$ cat src/rtl/main_job_scheduler.sv
// Round-robin scheduler for two requesters sharing one `main` compute unit.
// Drives x/on/start, watches busy `b`, routes `y` back, aborts on timeout.
module main_job_scheduler #(
  parameter int TIMEOUT = 16,
  parameter int W       = 8
) (
  input  logic         clk,
  input  logic         rst,
  input  logic         req0,
  input  logic [W-1:0] x0,
  input  logic [1:0]   mode0,
  output logic         ack0,
  output logic         done0,
  output logic [W-1:0] y0,
  output logic         err0,
  input  logic         req1,
  input  logic [W-1:0] x1,
  input  logic [1:0]   mode1,
  output logic         ack1,
  output logic         done1,
  output logic [W-1:0] y1,
  output logic         err1,
  output logic [W-1:0] dp_x,
  output logic [1:0]   dp_on,
  output logic         dp_start,
  input  logic [W-1:0] dp_y,
  input  logic         dp_b,
  output logic         busy,
  output logic         owner
);

  localparam int             CW          = $clog2(TIMEOUT + 1);
  localparam logic [CW-1:0]  LP_CNT_LAST = CW'(TIMEOUT - 1);
  localparam logic [CW-1:0]  LP_CNT_ONE  = CW'(1);
  localparam logic [CW-1:0]  LP_CNT_ZERO = CW'(0);

  typedef enum logic [2:0] {
    S_IDLE      = 3'd0,
    S_SETUP     = 3'd1,
    S_FIRE      = 3'd2,
    S_WAIT_BUSY = 3'd3,
    S_WAIT_DONE = 3'd4,
    S_RESP      = 3'd5,
    S_ABORT     = 3'd6
  } state_t;

  state_t        r_state;
  logic [CW-1:0] r_cnt;
  logic [W-1:0]  r_x;
  logic [1:0]    r_mode;
  logic          r_owner, r_last, r_pend, r_busy;
  logic          r_ack0, r_ack1, r_done0, r_done1, r_err0, r_err1;
  logic [W-1:0]  r_y0, r_y1, r_dp_x;
  logic [1:0]    r_dp_on;
  logic          r_dp_start;

  logic          w_any, w_gnt;
  logic [W-1:0]  w_x;
  logic [1:0]    w_mode;
  logic          w_emit, w_emit_err;
  logic [W-1:0]  w_emit_y;

  // Grant selection: a lone requester wins, a tie goes to the one not granted last.
  always_comb begin
    w_any = req0 | req1;
    if (req0 && req1) begin
      w_gnt = ~r_last;
    end else begin
      w_gnt = req1;
    end
    if (w_gnt) begin
      w_x    = x1;
      w_mode = mode1;
    end else begin
      w_x    = x0;
      w_mode = mode0;
    end
  end

  // Response source: a rejected job is answered one cycle after its ack (r_pend).
  always_comb begin
    w_emit     = 1'b0;
    w_emit_y   = {W{1'b0}};
    w_emit_err = 1'b0;
    case (r_state)
      S_WAIT_DONE: begin
        if (!dp_b) begin
          w_emit   = 1'b1;
          w_emit_y = dp_y;
        end else begin
          w_emit   = 1'b0;
        end
      end
      S_ABORT: begin
        w_emit     = 1'b1;
        w_emit_err = 1'b1;
      end
      S_RESP: begin
        w_emit     = r_pend;
        w_emit_err = 1'b1;
      end
      default: w_emit = 1'b0;
    endcase
  end

  // Scheduler FSM; every output is registered on the edge that enters its state.
  always_ff @(posedge clk) begin
    if (rst) begin
      r_state    <= S_IDLE;
      r_cnt      <= LP_CNT_ZERO;
      r_x        <= {W{1'b0}};
      r_mode     <= 2'b00;
      r_owner    <= 1'b0;
      r_last     <= 1'b1;
      r_pend     <= 1'b0;
      r_busy     <= 1'b0;
      r_ack0     <= 1'b0;
      r_ack1     <= 1'b0;
      r_done0    <= 1'b0;
      r_done1    <= 1'b0;
      r_err0     <= 1'b0;
      r_err1     <= 1'b0;
      r_y0       <= {W{1'b0}};
      r_y1       <= {W{1'b0}};
      r_dp_x     <= {W{1'b0}};
      r_dp_on    <= 2'b00;
      r_dp_start <= 1'b0;
    end else begin
      r_ack0     <= 1'b0;
      r_ack1     <= 1'b0;
      r_dp_start <= 1'b0;
      r_done0    <= w_emit & ~r_owner;
      r_done1    <= w_emit & r_owner;
      if (w_emit && !r_owner) begin
        r_y0   <= w_emit_y;
        r_err0 <= w_emit_err;
      end
      if (w_emit && r_owner) begin
        r_y1   <= w_emit_y;
        r_err1 <= w_emit_err;
      end
      case (r_state)
        S_IDLE: begin
          r_dp_on <= 2'b00;
          if (w_any) begin
            r_owner <= w_gnt;
            r_last  <= w_gnt;
            r_x     <= w_x;
            r_mode  <= w_mode;
            r_ack0  <= ~w_gnt;
            r_ack1  <= w_gnt;
            r_busy  <= 1'b1;
            if (w_mode == 2'b00) begin
              r_pend  <= 1'b1;
              r_state <= S_RESP;
            end else begin
              r_state <= S_SETUP;
            end
          end
        end
        S_SETUP: begin
          r_dp_x  <= r_x;
          r_dp_on <= r_mode;
          r_state <= S_FIRE;
        end
        S_FIRE: begin
          r_dp_start <= 1'b1;
          r_cnt      <= LP_CNT_ZERO;
          r_state    <= S_WAIT_BUSY;
        end
        S_WAIT_BUSY: begin
          if (dp_b) begin
            r_cnt   <= LP_CNT_ZERO;
            r_state <= S_WAIT_DONE;
          end else if (r_cnt == LP_CNT_LAST) begin
            r_dp_on <= 2'b00;
            r_state <= S_ABORT;
          end else begin
            r_cnt   <= r_cnt + LP_CNT_ONE;
          end
        end
        S_WAIT_DONE: begin
          if (!dp_b) begin
            r_dp_on <= 2'b00;
            r_state <= S_RESP;
          end else if (r_cnt == LP_CNT_LAST) begin
            r_dp_on <= 2'b00;
            r_state <= S_ABORT;
          end else begin
            r_cnt   <= r_cnt + LP_CNT_ONE;
          end
        end
        S_ABORT: begin
          r_state <= S_RESP;
        end
        S_RESP: begin
          r_pend  <= 1'b0;
          r_busy  <= 1'b0;
          r_state <= S_IDLE;
        end
        default: begin
          r_dp_on <= 2'b00;
          r_pend  <= 1'b0;
          r_busy  <= 1'b0;
          r_state <= S_IDLE;
        end
      endcase
    end
  end

  assign ack0     = r_ack0;
  assign ack1     = r_ack1;
  assign done0    = r_done0;
  assign done1    = r_done1;
  assign y0       = r_y0;
  assign y1       = r_y1;
  assign err0     = r_err0;
  assign err1     = r_err1;
  assign dp_x     = r_dp_x;
  assign dp_on    = r_dp_on;
  assign dp_start = r_dp_start;
  assign busy     = r_busy;
  assign owner    = r_owner;

endmodule

$ cat config.mk
export PLATFORM = sky130hd
export DESIGN_NAME = main_job_scheduler
export DESIGN_NICKNAME = d
export VERILOG_FILES = /design/src/rtl/main_job_scheduler.sv
export SDC_FILE = /design/constraint.sdc
export NUM_CORES = 1
export LEC_CHECK = 0
export ABC_AREA = 1
export CELL_PAD_IN_SITES_DETAIL_PLACEMENT = 0
export CELL_PAD_IN_SITES_GLOBAL_PLACEMENT = 1
export CORE_UTILIZATION = 33
export DETAILED_ROUTE_END_ITERATION = 16
export GPL_TIMING_DRIVEN = 0
export MAX_ROUTING_LAYER = met4
export PLACE_DENSITY = 0.82
export SYNTH_ARGS = -nofsm -noshare
export SYNTH_HDL_FRONTEND = slang
export SYNTH_SLANG_ARGS = --single-unit
$ cat constraint.sdc
create_clock -name clk -period 1.37 [get_ports clk]
set_input_delay 0.274 -clock clk [delete_from_list [all_inputs] [get_ports clk]]
set_output_delay 0.274 -clock clk [all_outputs]
set_load 0.02 [all_outputs]
# ---- Word level (Yosys, flattened, before mapping)
# Cells that the tools add are included.
dict set report totals {
  out_inout_bits 35
  input_bits 33
  word_cells 85
  reg_bits 55
}
dict set report op_classes {
  bitwise 10
  eq_ne 11
  mux 28
  add_sub_neg 1
  reduce_logical 16
}
# operator n
set ops {}
lappend ops {{2-to-1 mux 8 bit} 3}
lappend ops {{one-hot mux 3 bit (6 select lines)} 1}
lappend ops {{2-to-1 mux 3 bit} 5}
lappend ops {{2-to-1 mux 5 bit} 3}
lappend ops {{one-hot mux 5 bit (3 select lines)} 1}
lappend ops {{equality test 3 bit, second input constant} 3}
lappend ops {{2-to-1 mux 2 bit} 4}
lappend ops {{!= test 2 bit, second input constant} 4}
lappend ops {{one-hot mux 2 bit (4 select lines)} 1}
lappend ops {{AND reduction 2 bit} 4}
lappend ops {{2-to-1 mux 1 bit} 7}
lappend ops {{NOT 1 bit} 7}
lappend ops {{equality test 3 x 2 -> 1 bit, second input constant} 2}
lappend ops {{OR reduction 3 bit} 2}
lappend ops {{adder 5 x 1 -> 5 bit, second input constant} 1}
lappend ops {{equality test 5 x 4 -> 1 bit, second input constant} 1}
lappend ops {{OR reduction 5 bit} 1}
lappend ops {{one-hot mux 1 bit (2 select lines)} 2}
lappend ops {{equality test 3 x 1 -> 1 bit, second input constant} 1}
lappend ops {{logical AND 1 bit} 3}
lappend ops {{zero test 3 bit} 1}
lappend ops {{one-hot mux 1 bit (3 select lines)} 1}
lappend ops {{AND reduction 3 bit} 1}
lappend ops {{nonzero test 3 bit} 1}
lappend ops {{other kinds (5)} 6}

# ---- Depth between registers and ports, before layout
dict set report logic_depth {
  word_depth 7
  depth_mapped 10
  depth_no_buf 9
}

# ---- Worst setup path after synthesis
# No wires, ideal clock.
dict set report synth_timing {
  path_type {reg2reg}
  start {register r_owner, in the netlist owner}
  end {register r_err0, in the netlist err0}
  arrival_time_ns 1.190
  period_less_slack_ns 1.302
  setup_slack_ns 0.068
  required_time_ns 1.258
  path_buffers 0
  stages_incl_launch_ff 6
  setup_ns 0.112
  cell_sequence {dfxtp_1 clkinv_1 nand2_1 inv_2 nor2_1 nor2_1}
}
dict set report synth_via {
  elab_chain_len 2
}
# item line
set synth_rtl {}
lappend synth_rtl {{from (decl)} 51} ;# logic r_owner, r_last, r_pend, r_busy;
lappend synth_rtl {{from (signal assigned)} 146} ;# r_owner <= w_gnt;
lappend synth_rtl {{zero test 1 bit} 134} ;# if (w_emit && !r_owner) begin
lappend synth_rtl {{logical AND 1 bit} 134}
lappend synth_rtl {{to (signal assigned)} 136} ;# r_err0 <= w_emit_err;
lappend synth_rtl {{to (decl)} 52} ;# logic r_ack0, r_ack1, r_done0, r_done1, r_err0, r_err1;
# No other way between the ends.
# A chain may end at the register's enable or synchronous reset.

# ---- Worst setup path after layout
dict set report layout_timing {
  start {register r_dp_x[3], in the netlist dp_x[3]}
  end {output dp_x[3]}
}
# item line
set layout_lines {}
lappend layout_lines {{from (decl)} 53} ;# logic [W-1:0] r_y0, r_y1, r_dp_x;
lappend layout_lines {{from (signal assigned)} 125} ;# r_dp_x <= {W{1'b0}};
lappend layout_lines {{from (signal assigned)} 162} ;# r_dp_x <= r_x;
lappend layout_lines {{to (decl)} 23} ;# output logic [W-1:0] dp_x,
# No word-level cell between the ends.

==> results.txt <==
Total GRT Usage: 0.170
Layout cell share with drive strength beyond 1: 0.132
I/O pins: 68
Die width: 87.6 um
Clk root buf: clkbuf_8
Die height: 87.6 um
Normalized max-slew margin: 0.642
Post-DP HPWL: 4400 um
Share of the cycle needed by the critical path after routing: 0.935
GR Util met3: 0.0396
Synth unique cells: 26
Slew @ Worst Pin: 0.537 ns
Gpl congestion: 0.809
Hold slack: 0.454 ns
Hold Vio Cnt, Final: 0
Clk_lat worst skew: 0.30 ns
Final WS setup: 0.0895 ns
LEAKAGE: 1.68 nW
Met1 usage: 0.213
Clock power frac: 0.216
Sequential element share of the synthesized area: 0.455
Max-cap viol count: 0
Row cnt: 30
Mapped Cells: 354
First-pass DRT Iterations: 4
Net Sw Power: 0.00142 W
Power density over the cells: 1230 nW/um^2
Number of buffers added on ports: 67
Largest net degree at the start of global routing: 17
Sequential share of power: 0.476
Yosys warns: 0
First-pass GRT wire length: 9870 um
Largest cells by area after synthesis: dfxtp_1 (46%), nand2_1 (15%), nor2_1 (11%)
Die area: 7670 sq um
Busiest grt layer: met2
Slowest cell on the critical path: dlygate4sd2_1
Pre-CTS setup slack: -0.429 ns
Wirelength per Cell: 11.5 um
Slowest Stage Delay on Critical Path: 0.36 ns
GR Layer Usage met2: 0.276
Synth top area share: 0.455
Nets: 464
Crit Path Class: reg -> out
FMAX: 781 MHz
Worst path arrival time: 1.01 ns
Critical Path RT: 1.10 ns
Initial antenna violation count: 0
Routed WL: 6050 um
Clock slew at reported path FFs: 0.10 ns
CTS Buf Count: 5
Worst Hold Class: reg -> reg
Final core occ: 0.481
Total number of vias: 2,371
Core area: 6940 sq um
CTS tree: done
Comb pwr share: 0.308
Initial Util: 0.348
Slew Limit Fails: 0
Vias in the first global route: 2,193
Nature of the critical path startpoint: flop
Vias per cell: 4.50
# setup viols final: 0
Crit path max fanout: 2
Antenna Nets Post-Route: 0
H-tree Lvls: 2
Overflow after GRT: 0
Sw frac: 0.346
Antenna diodes: 0
Crit path max-delay family: buffers and inverters
Maximum root-to-sink buffer count: 2
Cell Chain, Critical Path: dlygate4sd2_1
RSZ-0062 raised after global routing: yes
Clock skew: 0.00355 ns
Worst ir drop on vdd: 521 uV
Design area: 3340 sq um
Status: finished, final reports clean
# DRC: 0
Number of synthesized register bits: 55
Area after DPL: 3210 sq um
1st-iter DRT viols: 86
CP endpoint kind: output port
Net Count, Synth: 388
Clock sinks: 55
Int Pwr: 0.00269 W
Yosys top cell by area: dfxtp_1
Min cycle time layout: 1.28 ns
Buf/Inv on CP: 1
Area Growth Syn to Fin: 38.1%
Avg Cell Area, Syn: 6.83 sq um
Power Total: 0.00411 W
Mapped Area: 2420 sq um
-- worst min-delay path: cells and delay by family, from the launching register on --
family           cells  cell delay (ns)
AND/OR/NAND/NOR      2             0.10
flip-flops           1             0.32
-- power by group through the flow --
| stage | logic, W | registers, W | clock network (W) |
|---|---|---|---|
| floorplan | 0.000648 | 0.00208 | 0 |
| CTS | 0.00119 | 0.00194 | 0.000937 |
| finish | 0.00127 | 0.00195 | 0.000887 |
| global route | 0.00142 | 0.00198 | 0.000990 |
| global placement | 0.00125 | 0.00197 | 0 |
| detailed placement | 0.00125 | 0.00198 | 0 |
-- through the flow --
| step | TNS, ns | instances |
|---|---|---|
| global route | -0.0195 | 527 |
| detailed placement | -17.94 | 517 |
| floorplan | 0 | 354 |
| global placement | -17.68 | 517 |
| CTS | 0 | 525 |
| finish | 0 | 527 |
-- cells in the mapped netlist --
library cell / count
o21ai_2: 1
nand3_4: 1
nand3_1: 19
buf_2: 3
o21ai_0: 18
nand2_1: 94
a31oi_1: 2
nand3_2: 1
nor2_4: 1
inv_2: 5
a21oi_1: 28
clkinv_1: 3
clkbuf_1: 2
buf_6: 3
nor3_1: 2
nor3_2: 1
dfxtp_1: 55
ha_1: 1
nand2_2: 3
o21ai_1: 3
nor2_2: 2
a21boi_0: 1
buf_4: 3
buf_1: 1
inv_1: 31
nor2_1: 70
-- worst paths after layout --
check	startpoint	end	slack [ns]	cells after the start
worst min register to register	busy	busy	0.45	2
worst max-delay path	dp_x[3]	dp_x[3]	0.09	1
worst max register to register	r_state[2]	y1[6]	0.11	9
worst min-delay path	busy	busy	0.45	2
-- per-layer routing --
layer  vias up  share of wire
li1       1260              -
met1      1048           0.48
met2        54           0.45
met3         9          0.051
met4         0         0.0098
met5         -              0
-- layout make-up --
cell class,count,area [sq um]
buffer,12,97.6
clock buffer,6,72.6
clock inverter,2,12.5
fill,761,3600
inverter,39,150
multi-input combinational,248,1140
sequential,55,1110
tap,96,120
timing repair buffer,69,637
-- flip-flops by register name, indices dropped and copies added (netlist names) --
signal	count
dp_x	8
r_x	8
y0	8
y1	8
r_cnt	5
r_state	3
dp_on	2
r_mode	2
ack0	1
ack1	1
busy	1
done0	1
done1	1
dp_start	1
err0	1
err1	1
owner	1
r_last	1
r_pend	1
-- kinds of logic after synthesis --
group / Yosys count / synth area share
simple gates: 194 / 0.331
buf+inv: 51 / 0.0947
flops: 55 / 0.455
compound gates: 53 / 0.113
fa+ha+maj: 1 / 0.00518
-- placed cells by master, fill, tap and decap left out, types with 4 or more instances in the layout --
master / n
nand2_2: 5
o21ai_0: 13
clkbuf_8: 5
nor2_1: 66
clkdlybuf4s50_1: 31
a21oi_1: 27
dlygate4sd2_1: 35
inv_1: 28
nand3_1: 18
dfxtp_1: 49
dfxtp_2: 5
nand2_1: 91
o21ai_1: 8
nor2_2: 4
inv_2: 8
buf_6: 5
buf_4: 5
-- repair_timing --
action | CTS | global route
endpoints found under the setup margin | 72 | 46
cloned | 0 | 1
pin swaps | 0 | 2
gates resized for setup | 43 | 36
setup buffers | 0 | 1
hold buffers | 0 | 0
Power figures use the tool's default switching activity.
==> RTL edit: new RTL, same settings <==
Register the inputs `mode0` and `mode1` before use, without a reset. The logic sees them one clock later. The other inputs are not delayed to match.
--- a/src/rtl/main_job_scheduler.sv
+++ b/src/rtl/main_job_scheduler.sv
@@ -44,6 +44,14 @@
     S_ABORT     = 3'd6
   } state_t;
 
+  logic [1:0] mode0_q;
+  logic [1:0] mode1_q;
+
+  always_ff @(posedge clk) begin
+    mode0_q <= mode0;
+    mode1_q <= mode1;
+  end
+
   state_t        r_state;
   logic [CW-1:0] r_cnt;
   logic [W-1:0]  r_x;
@@ -70,10 +78,10 @@
     end
     if (w_gnt) begin
       w_x    = x1;
-      w_mode = mode1;
+      w_mode = mode1_q;
     end else begin
       w_x    = x0;
-      w_mode = mode0;
+      w_mode = mode0_q;
     end
   end
 
Check against the original RTL: not equivalent (Yosys sat finds a counterexample within 4 cycles, from zero or initial values and one cycle with rst high).
==> RTL edit against the original RTL <==
- hold slack lost 0.078 ns
- largest cell class unchanged
- sequential cell count grew 4
- worst setup slack got worse by 0.037 ns
- clock skew is 0.0031 ns higher
- maximum frequency shrank 2.8%
- design area up 10%
- critical endpoint is now y1[4]
- first-iteration DRC count decreased by 23%
- synthesized area grew 4.7%
- critical path depth grew 7
- wire length up 5.3%
Power is not compared: it rests on default switching activity, and its combinational part moved more than twofold at a synthesized area within 25%.
==> RTL edit: results (changes against the original RTL) <==
----------------------------------------------------
[Place]
  Final RePlAce weighted congestion ... 0.815 (was 0.809)
  Post-Place Cells ... 527 (was 517)
  Detailed Place HPWL ... 4410 um (was 4400 um)

[Synthesis]
  Top cells by area in the synthesized netlist ... dfxtp_1 (47%), nand2_1 (12%), nor2_1 (11%) (was dfxtp_1 (46%), nand2_1 (15%), nor2_1 (11%))
  Synthesized netlist cell count ... 361 (was 354)
  Sequential fraction of the synthesis area ... 46.7% (was 45.5%)
  Total nets after synthesis ... 395 (was 388)
  Number of distinct library cells after synthesis ... 30 (was 26)

[Status]
  Outcome ... finished, final reports clean (unchanged)

[Finish]
  Number of non-filler instances in the completed layout ... 550 (was 527)
  Layout Nets ... 480 (was 464)
  Fraction of final layout cells sized beyond drive strength 1 ... 17.5% (was 13.2%)

[CTS]
  Reg clk slew, reported paths ... 0.07 ns (was 0.10 ns)
  Source-to-sink clock delay at the later pin of the worst-skew pair ... 0.33 ns (was 0.30 ns)
  Cts bufs inserted ... 9 (was 5)

[Timing]
  Relative slew margins ... 71.9% (was 64.2%)
  Clock Skews ... 0.00662 ns (was 0.00355 ns)

[Setup path]
  R2r startpoint ... r_state[1] (was r_state[2])
  FF-to-FF End ... y1[4] (was y1[6])
  Cell class contributing the biggest share of worst-path delay ... simple AND/OR/NAND/NOR gates (was buffers and inverters)
  Reg2Reg Setup Slack ... 0.05 ns (was 0.11 ns)
  Slowest cell on the critical path ... dfxtp_2 (was dlygate4sd2_1)
  Slowest stage delay, CP ... 0.32 ns (was 0.36 ns)
  Critical Path Fanout Max ... 8 (was 2)

[Global route]
  Met3 Use GR ... 5.12% (was 3.96%)
  Aggregate global-route resource usage ... 17.0% (about the same)
  Fraction of met1 tracks used by global routing ... 21.1% (was 21.3%)
  Maximum number of pins on one net before global-route repair ... 12 (was 17)
  Met2 track demand over resource ... 25.8% (was 27.6%)
  Via count of the first global-routing pass ... 2145 (was 2193)
  Global-route wire length before repair ... 9830 um (was 9870 um)

[Hold path]
  Worst hold endpoint ... mode1_q[1] (was busy)
  Worst hold-check path type ... primary input to flip-flop (was flip-flop to flip-flop)
  Hold wc startpoint ... mode1[1] (was busy)
  Number of cells on the worst hold path ... 1 (was 2)

[Route]
  Vias ... 2425 (was 2371)
  Avg WL per Cell ... 11.6 um (was 11.5 um)

----------------------------------------------------
## RTL edit: final cells by class
class	count	area [um2]
timing repair buffer	73	678
multi-input combinational	248	1190
tap	99	124
timing repair inverter	1	5.00
clock buffer	10	138
fill	767	3650
inverter	41	165
clock inverter	6	88.8
buffer	13	101
sequential	59	1190
## RTL edit: power breakdown
group	switching (uW)	internal (uW)
combinational	1580	1040
sequential	251	2160
clock	708	1070
## RTL edit: metal layers
metal | up-vias | part of all wire (%)
met2 | 62 | 44
li1 | 1301 | -
met4 | 0 | 1.9
met5 | - | 0
met3 | 12 | 6.4
met1 | 1050 | 47
## RTL edit: worst register-to-register path, stage by stage (launching register included)
cell	delay, ns
dfxtp_2	0.32
buf_8	0.14
nor2_4	0.12
nand2_2	0.09
nor2_4	0.24
nand2_1	0.11
nand3_1	0.09
nand2_1	0.05
nor2_1	0.10
## RTL edit: timing repair
item,CTS,global route
pin swaps,0,7
gates resized for setup,41,43
endpoints found under the setup margin,62,39
hold endpoints to repair,0,0
setup buffers,0,4
cloned,0,3
## RTL edit: logic make-up (layout without fill, tap and decap cells)
group	count (synthesis)	count (layout)	share of synthesized area, %
fa+ha+maj	1	1	0.494
simple gates	192	192	32.2
buf+inv	54	144	9.39
flops	59	59	46.7
xor+xnor	1	1	0.346
compound gates	54	54	10.9
## RTL edit: worst max path at each step
| stage | start | end | slack, ns | cells after the start |
|---|---|---|---|---|
| floorplan | r_state[1] | y0[6] | 0.14 | 9 |
| global placement | rst | y1[7] | -0.42 | 6 |
| detailed placement | rst | y1[7] | -0.44 | 6 |
| CTS | r_state[2] | y1[7] | 0.002 | 9 |
| global route | r_state[2] | err1 | -0.05 | 9 |
| finish | r_state[1] | y1[4] | 0.05 | 8 |
## RTL edit: stage by stage
step | utilization (%) | hold WS (ns) | total power (uW) | area [um2] | worst slack, ns
final | 50.2 | 0.377 | 6810 | 3680 | 0.0526
after global routing | 50.2 | 0.373 | 7280 | 3680 | -0.0461
after CTS | 48.0 | 0.366 | 6530 | 3520 | 0.00213
after detailed placement | 45.4 | 0.446 | 4850 | 3330 | -0.438
after global placement | 45.4 | 0.440 | 4840 | 3330 | -0.416
after floorplan | - | 0.302 | 3970 | 2530 | 0.139
